## config.mk

```make
export PLATFORM = sky130hd
export DESIGN_NAME = sram_port_client
export DESIGN_NICKNAME = d
export VERILOG_FILES = /design/src/rtl/sram_port_client.sv
export SDC_FILE = /design/constraint.sdc
export NUM_CORES = 1
export LEC_CHECK = 0
export CAP_MARGIN = 10
export CORE_UTILIZATION = 29
export DETAILED_ROUTE_END_ITERATION = 12
export PLACE_DENSITY = 0.55
export SYNTH_ARGS = -nofsm -noshare
export SYNTH_HDL_FRONTEND = slang
export SYNTH_SLANG_ARGS = --single-unit
```

## constraint.sdc

```tcl
create_clock -name clk -period 3 [get_ports clk]
set_input_delay 0.3 -clock clk [delete_from_list [all_inputs] [get_ports clk]]
set_output_delay 0.3 -clock clk [all_outputs]
set_load 0.03 [all_outputs]
```

## src/rtl/sram_port_client.sv

```systemverilog
// sram_port_client
// Requester-side adapter for one port of the shared SRAM FIFO controller.
// Packs ingress bytes into 16-bit words for writing, prefetches 16-bit words
// from the opposite FIFO and unpacks them into an egress byte stream, and
// drives the level-request / one-cycle-hint handshake with a watchdog that
// abandons a request the controller never answers.

module sram_port_client #(
   parameter int unsigned TIMEOUT_CYCLES = 32
) (
   input  logic        clk,
   input  logic        rst_n,
   input  logic        in_valid,
   output logic        in_ready,
   input  logic [7:0]  in_byte,
   input  logic        in_flush,
   output logic        out_valid,
   input  logic        out_ready,
   output logic [7:0]  out_byte,
   output logic        sram_write,
   output logic        sram_read,
   output logic [15:0] sram_wdata,
   input  logic [15:0] sram_rdata,
   input  logic        sram_hint,
   input  logic        fifo_full,
   input  logic        fifo_empty,
   output logic        busy,
   output logic        err_timeout
);

   localparam logic [1:0] IDLE   = 2'd0;
   localparam logic [1:0] WR_REQ = 2'd1;
   localparam logic [1:0] RD_REQ = 2'd2;
   localparam logic [1:0] GAP    = 2'd3;

   localparam logic [7:0] WD_LAST = 8'(TIMEOUT_CYCLES - 1);

   logic [1:0]  state_q, state_d;
   logic [7:0]  wdCount_q, wdCount_d;
   logic        prioRead_q, prioRead_d;
   logic        sramWrite_q, sramWrite_d;
   logic        sramRead_q, sramRead_d;
   logic [15:0] sramWdata_q, sramWdata_d;
   logic        errTimeout_q, errTimeout_d;

   logic [7:0]  packLo_q, packLo_d;
   logic        packValid_q, packValid_d;
   logic        flushPend_q, flushPend_d;
   logic [15:0] wordBuf_q, wordBuf_d;
   logic        wordFull_q, wordFull_d;

   logic [15:0] rdBuf_q, rdBuf_d;
   logic        rdFull_q, rdFull_d;
   logic        rdHi_q, rdHi_d;
   logic        outValid_q, outValid_d;

   logic writeOk;
   logic readOk;
   logic wrDone;
   logic rdDone;
   logic byteAccept;
   logic outAccept;
   logic flushReq;

   // A completing byte is refused only while the word buffer still holds the previous word.
   assign in_ready   = !(packValid_q && wordFull_q);
   assign byteAccept = in_valid && in_ready;
   assign flushReq   = (in_flush || flushPend_q) && packValid_q;

   assign out_valid  = outValid_q;
   assign out_byte   = rdHi_q ? rdBuf_q[15:8] : rdBuf_q[7:0];
   assign outAccept  = outValid_q && out_ready;

   assign sram_write  = sramWrite_q;
   assign sram_read   = sramRead_q;
   assign sram_wdata  = sramWdata_q;
   assign busy        = sramWrite_q || sramRead_q;
   assign err_timeout = errTimeout_q;

   assign writeOk = wordFull_q && !fifo_full;
   assign readOk  = !rdFull_q && !fifo_empty;
   assign wrDone  = (state_q == WR_REQ) && sram_hint;
   assign rdDone  = (state_q == RD_REQ) && sram_hint;

   // Request FSM: arbitrate own read/write, hold the level until the hint or watchdog expiry.
   always_comb begin
      state_d      = state_q;
      wdCount_d    = wdCount_q;
      prioRead_d   = prioRead_q;
      sramWrite_d  = sramWrite_q;
      sramRead_d   = sramRead_q;
      sramWdata_d  = sramWdata_q;
      errTimeout_d = errTimeout_q;
      case (state_q)
         IDLE: begin
            wdCount_d = 8'd0;
            if (writeOk && (!readOk || !prioRead_q)) begin
               state_d     = WR_REQ;
               sramWrite_d = 1'b1;
               sramWdata_d = wordBuf_q;
               if (readOk) prioRead_d = 1'b1;
            end else if (readOk) begin
               state_d    = RD_REQ;
               sramRead_d = 1'b1;
               if (writeOk) prioRead_d = 1'b0;
            end
         end
         WR_REQ, RD_REQ: begin
            if (sram_hint) begin
               sramWrite_d = 1'b0;
               sramRead_d  = 1'b0;
               wdCount_d   = 8'd0;
               state_d     = GAP;
            end else if (wdCount_q == WD_LAST) begin
               sramWrite_d  = 1'b0;
               sramRead_d   = 1'b0;
               errTimeout_d = 1'b1;
               wdCount_d    = 8'd0;
               state_d      = GAP;
            end else begin
               wdCount_d = wdCount_q + 8'd1;
            end
         end
         GAP: begin
            state_d = IDLE;
         end
         default: begin
            state_d     = IDLE;
            sramWrite_d = 1'b0;
            sramRead_d  = 1'b0;
         end
      endcase
   end

   // Byte packer: low byte first, completed or flushed words move into the single-word buffer.
   always_comb begin
      packLo_d    = packLo_q;
      packValid_d = packValid_q;
      flushPend_d = flushPend_q;
      wordBuf_d   = wordBuf_q;
      wordFull_d  = wordFull_q;
      if (wrDone) wordFull_d = 1'b0;
      if (byteAccept) begin
         flushPend_d = 1'b0;
         if (packValid_q) begin
            wordBuf_d   = {in_byte, packLo_q};
            wordFull_d  = 1'b1;
            packValid_d = 1'b0;
         end else begin
            packLo_d    = in_byte;
            packValid_d = 1'b1;
         end
      end else if (flushReq) begin
         if (!wordFull_q) begin
            wordBuf_d   = {8'h00, packLo_q};
            wordFull_d  = 1'b1;
            packValid_d = 1'b0;
            flushPend_d = 1'b0;
         end else begin
            flushPend_d = 1'b1;
         end
      end
   end

   // Unpacker: capture on the read hint, present the low byte a cycle later, free after the high byte.
   always_comb begin
      rdBuf_d    = rdBuf_q;
      rdFull_d   = rdFull_q;
      rdHi_d     = rdHi_q;
      outValid_d = outValid_q;
      if (rdDone) begin
         rdBuf_d    = sram_rdata;
         rdFull_d   = 1'b1;
         rdHi_d     = 1'b0;
         outValid_d = 1'b0;
      end else if (rdFull_q && !outValid_q) begin
         outValid_d = 1'b1;
      end else if (outAccept) begin
         if (rdHi_q) begin
            rdFull_d   = 1'b0;
            rdHi_d     = 1'b0;
            outValid_d = 1'b0;
         end else begin
            rdHi_d = 1'b1;
         end
      end
   end

   // State update with synchronous active-low reset that drops any request in flight.
   always_ff @(posedge clk) begin
      if (!rst_n) begin
         state_q      <= IDLE;
         wdCount_q    <= 8'd0;
         prioRead_q   <= 1'b0;
         sramWrite_q  <= 1'b0;
         sramRead_q   <= 1'b0;
         sramWdata_q  <= 16'h0000;
         errTimeout_q <= 1'b0;
         packLo_q     <= 8'h00;
         packValid_q  <= 1'b0;
         flushPend_q  <= 1'b0;
         wordBuf_q    <= 16'h0000;
         wordFull_q   <= 1'b0;
         rdBuf_q      <= 16'h0000;
         rdFull_q     <= 1'b0;
         rdHi_q       <= 1'b0;
         outValid_q   <= 1'b0;
      end else begin
         state_q      <= state_d;
         wdCount_q    <= wdCount_d;
         prioRead_q   <= prioRead_d;
         sramWrite_q  <= sramWrite_d;
         sramRead_q   <= sramRead_d;
         sramWdata_q  <= sramWdata_d;
         errTimeout_q <= errTimeout_d;
         packLo_q     <= packLo_d;
         packValid_q  <= packValid_d;
         flushPend_q  <= flushPend_d;
         wordBuf_q    <= wordBuf_d;
         wordFull_q   <= wordFull_d;
         rdBuf_q      <= rdBuf_d;
         rdFull_q     <= rdFull_d;
         rdHi_q       <= rdHi_d;
         outValid_q   <= outValid_d;
      end
   end

endmodule

```

==> flow_metrics.env <==
export IMPL_outcome="completed"
export IMPL_regArea_um2=1520
export IMPL_multiInputGateArea_um2=1540
export IMPL_leakage_nw=1.43
export IMPL_fin_ws_ps=747
export IMPL_dr_pass1_iters=4
export IMPL_ys_seq_area_frac=0.483
export IMPL_wl_per_cell_um=12.5
export IMPL_rows=37
export IMPL_area_growth_pct=29.9
export IMPL_num_vias=2438
export IMPL_busiest_layer="met2"
export IMPL_grt_pass1_wl_mm=11.1
export IMPL_crit_fanout=10
export IMPL_grt_max_degree=47
export IMPL_p_seq_frac=0.443
export IMPL_synthArstFlopShare=0
export IMPL_dp_hpwl_mm=4.55
export IMPL_die_w_um=106
export IMPL_post_cts_buffers=0
export IMPL_drcViolationCount=0
export IMPL_tightest_slew_ps=915
export IMPL_switchingPower_mw=0.741
export IMPL_cts_resized=0
export IMPL_clock_root_buffer="clkbuf_8"
export IMPL_start_util=0.302
export IMPL_drv_slew=0
export IMPL_grt_pass1_vias=2361
export IMPL_ir_worst_vdd_uv=313
export IMPL_clk_latency_ps=350
export IMPL_initialDrtViolationCount=58
export IMPL_grt_use_met2=0.214
export IMPL_fin_crit_ps=2250
export IMPL_clock_sinks=76
export IMPL_portBuffers=61
export IMPL_crit_arrival_ps=1950
export IMPL_synth_edf_count=0
export IMPL_swShare=0.289
export IMPL_fin_setup_tns_ps=0
export IMPL_fin_skew_ps=10.5
export IMPL_yosys_area_top_type="dfxtp_1"
export IMPL_cts_tree="done"
export IMPL_antenna_found_initial=0
export IMPL_synth_most_common_cell="nand2_1"
export IMPL_internal_power_mw=1.82
export IMPL_clock_fmax_mhz=444
export IMPL_critPathRequiredTime_ps=2700
export IMPL_clock_power_share=0.343
export IMPL_die_height_um=106
export IMPL_synthTopCellsByCount="84 x nand2_1, 76 x dfxtp_1, 32 x a21boi_0"
export IMPL_mappedNetlistArea_um2=3150
export IMPL_period_share=0.751
export IMPL_drive_gt1_frac=0.0805
export IMPL_synth_top_area_share=0.483
export IMPL_grtUsageMet3=0.0435
export IMPL_avgSynthCellArea_um2=8.98
export IMPL_path_class="reg -> out"
export IMPL_cts_buffer_depth=2
export IMPL_hold_viol=0
export IMPL_vias_per_cell=4.47
export IMPL_syn_nets=388
export IMPL_yosysWarningCount=0
export IMPL_netlist_top_cells_area="dfxtp_1 48%, nand2_1 10%, a21boi_0 7.6%, mux2i_1 6.0%, nor2b_1 5.2%"
export IMPL_die_area_um2=11300
export IMPL_path_clk_slew_ps=90
export IMPL_rsz0062_at_grt="no"
export IMPL_grt_usage=0.126
export IMPL_start_kind="register"
export IMPL_diodes=0
export IMPL_syn_inst=351
export IMPL_finalWeightedCongestion=0.733
export IMPL_hp_class="in -> reg"
export IMPL_crit_path_end_kind="output port"
export IMPL_ys_seq_elements=76
export IMPL_pre_cts_ws_ps=873
export IMPL_cap_viol_max_count=0
export IMPL_cts_hold_buf=0
export IMPL_relSlewSlack=0.390
export IMPL_wirelength_mm=6.83
export IMPL_ys_flop_type="dfxtp_1"
export IMPL_ctsHtreeMaxLevel=3
export IMPL_layout_nets=442
export IMPL_core_region_area_um2=10400
export IMPL_cts_buffers=9
export IMPL_finalSetupViolCount=0
export IMPL_p_comb_frac=0.214
export IMPL_gr_total_overflow=0
export IMPL_p_per_area_nw_per_um2=625
export IMPL_nFillCells=1050
export IMPL_ys_types=36
export IMPL_ios=62
export IMPL_grt_use_met1=0.150
export IMPL_final_antenna_net_count=0
cell usage in the layout (no fill, tap or decap), types with 4 or more instances in the layout:
cell type / n
mux2i_1: 19
a21boi_0: 32
a21oi_1: 5
ha_1: 5
nor2b_1: 26
clkdlybuf4s50_1: 60
mux2_2: 8
clkbuf_8: 10
nand3_1: 9
xor2_1: 4
nor2_1: 12
nand2_1: 84
o21ai_0: 13
dfxtp_1: 76
cell families after synthesis:
logic type,synth area share
mux,0.0890
buf+inv,0.0310
flops,0.483
xor+xnor,0.0195
compound gates,0.130
simple gates,0.228
fa+ha+maj,0.0199
power groups by stage:
| stage | sequential [mW] | combinational (mW) | clock [mW] |
|---|---|---|---|
| after CTS | 1.14 | 0.557 | 0.911 |
| final | 1.13 | 0.547 | 0.879 |
| after global routing | 1.15 | 0.606 | 0.952 |
| after detailed placement | 1.16 | 0.555 | 0 |
| after global placement | 1.16 | 0.551 | 0 |
| after floorplan | 1.16 | 0.370 | 0 |
layout make-up:
type                       instances  share of cell area
tap                              136              0.0416
inverter                           3             0.00275
multi-input combinational        251               0.375
sequential                        76               0.372
clock inverter                     5              0.0205
clock buffer                      11              0.0345
timing repair buffer              64               0.153
registers in the layout, indices dropped and copies added, names as in the netlist:
| register | count |
|---|---|
| rdBuf_q | 16 |
| sram_wdata | 16 |
| wordBuf_q | 16 |
| packLo_q | 8 |
| wdCount_q | 8 |
| state_q | 2 |
| err_timeout | 1 |
| flushPend_q | 1 |
| out_valid | 1 |
| packValid_q | 1 |
| prioRead_q | 1 |
| rdFull_q | 1 |
| rdHi_q | 1 |
| sram_read | 1 |
| sram_write | 1 |
| wordFull_q | 1 |
layer usage:
metal,share of wire,up-vias
li1,-,1277
met1,0.47,1099
met2,0.47,56
met3,0.059,6
met4,0.0066,0
met5,0,-
through the flow:
step / cells / power [mW] / hold slack, ps / cell area [um2] / utilization
global route: 546 / 2.70 / 445 / 4090 / 0.393
finish: 546 / 2.56 / 432 / 4090 / 0.393
global placement: 530 / 1.71 / 448 / 3870 / 0.371
floorplan: 351 / 1.53 / 430 / 3150 / -
detailed placement: 530 / 1.71 / 452 / 3870 / 0.371
CTS: 546 / 2.60 / 413 / 4090 / 0.393
worst max-delay path, stage by stage (launching register included):
cell and delay [ps]:
dfxtp_1 620, mux2_2 400, clkdlybuf4s50_1 600
worst paths after layout:
kind | start | to | slack, ps | cells after the start
worst max-delay path | rdHi_q$_SDFFE_PP0P_ | out_byte[6] | 750 | 2
worst min-delay path | rst_n | wordBuf_q[15]$_SDFFE_PN0P_ | 430 | 3
worst max register to register | state_q[0]$_SDFFE_PN0P_ | state_q[0]$_SDFFE_PN0P_ | 1000 | 6
worst min register to register | wordBuf_q[10]$_SDFFE_PN0P_ | wordBuf_q[10]$_SDFFE_PN0P_ | 460 | 2
No activity file was read; power rests on OpenSTA's default activity.
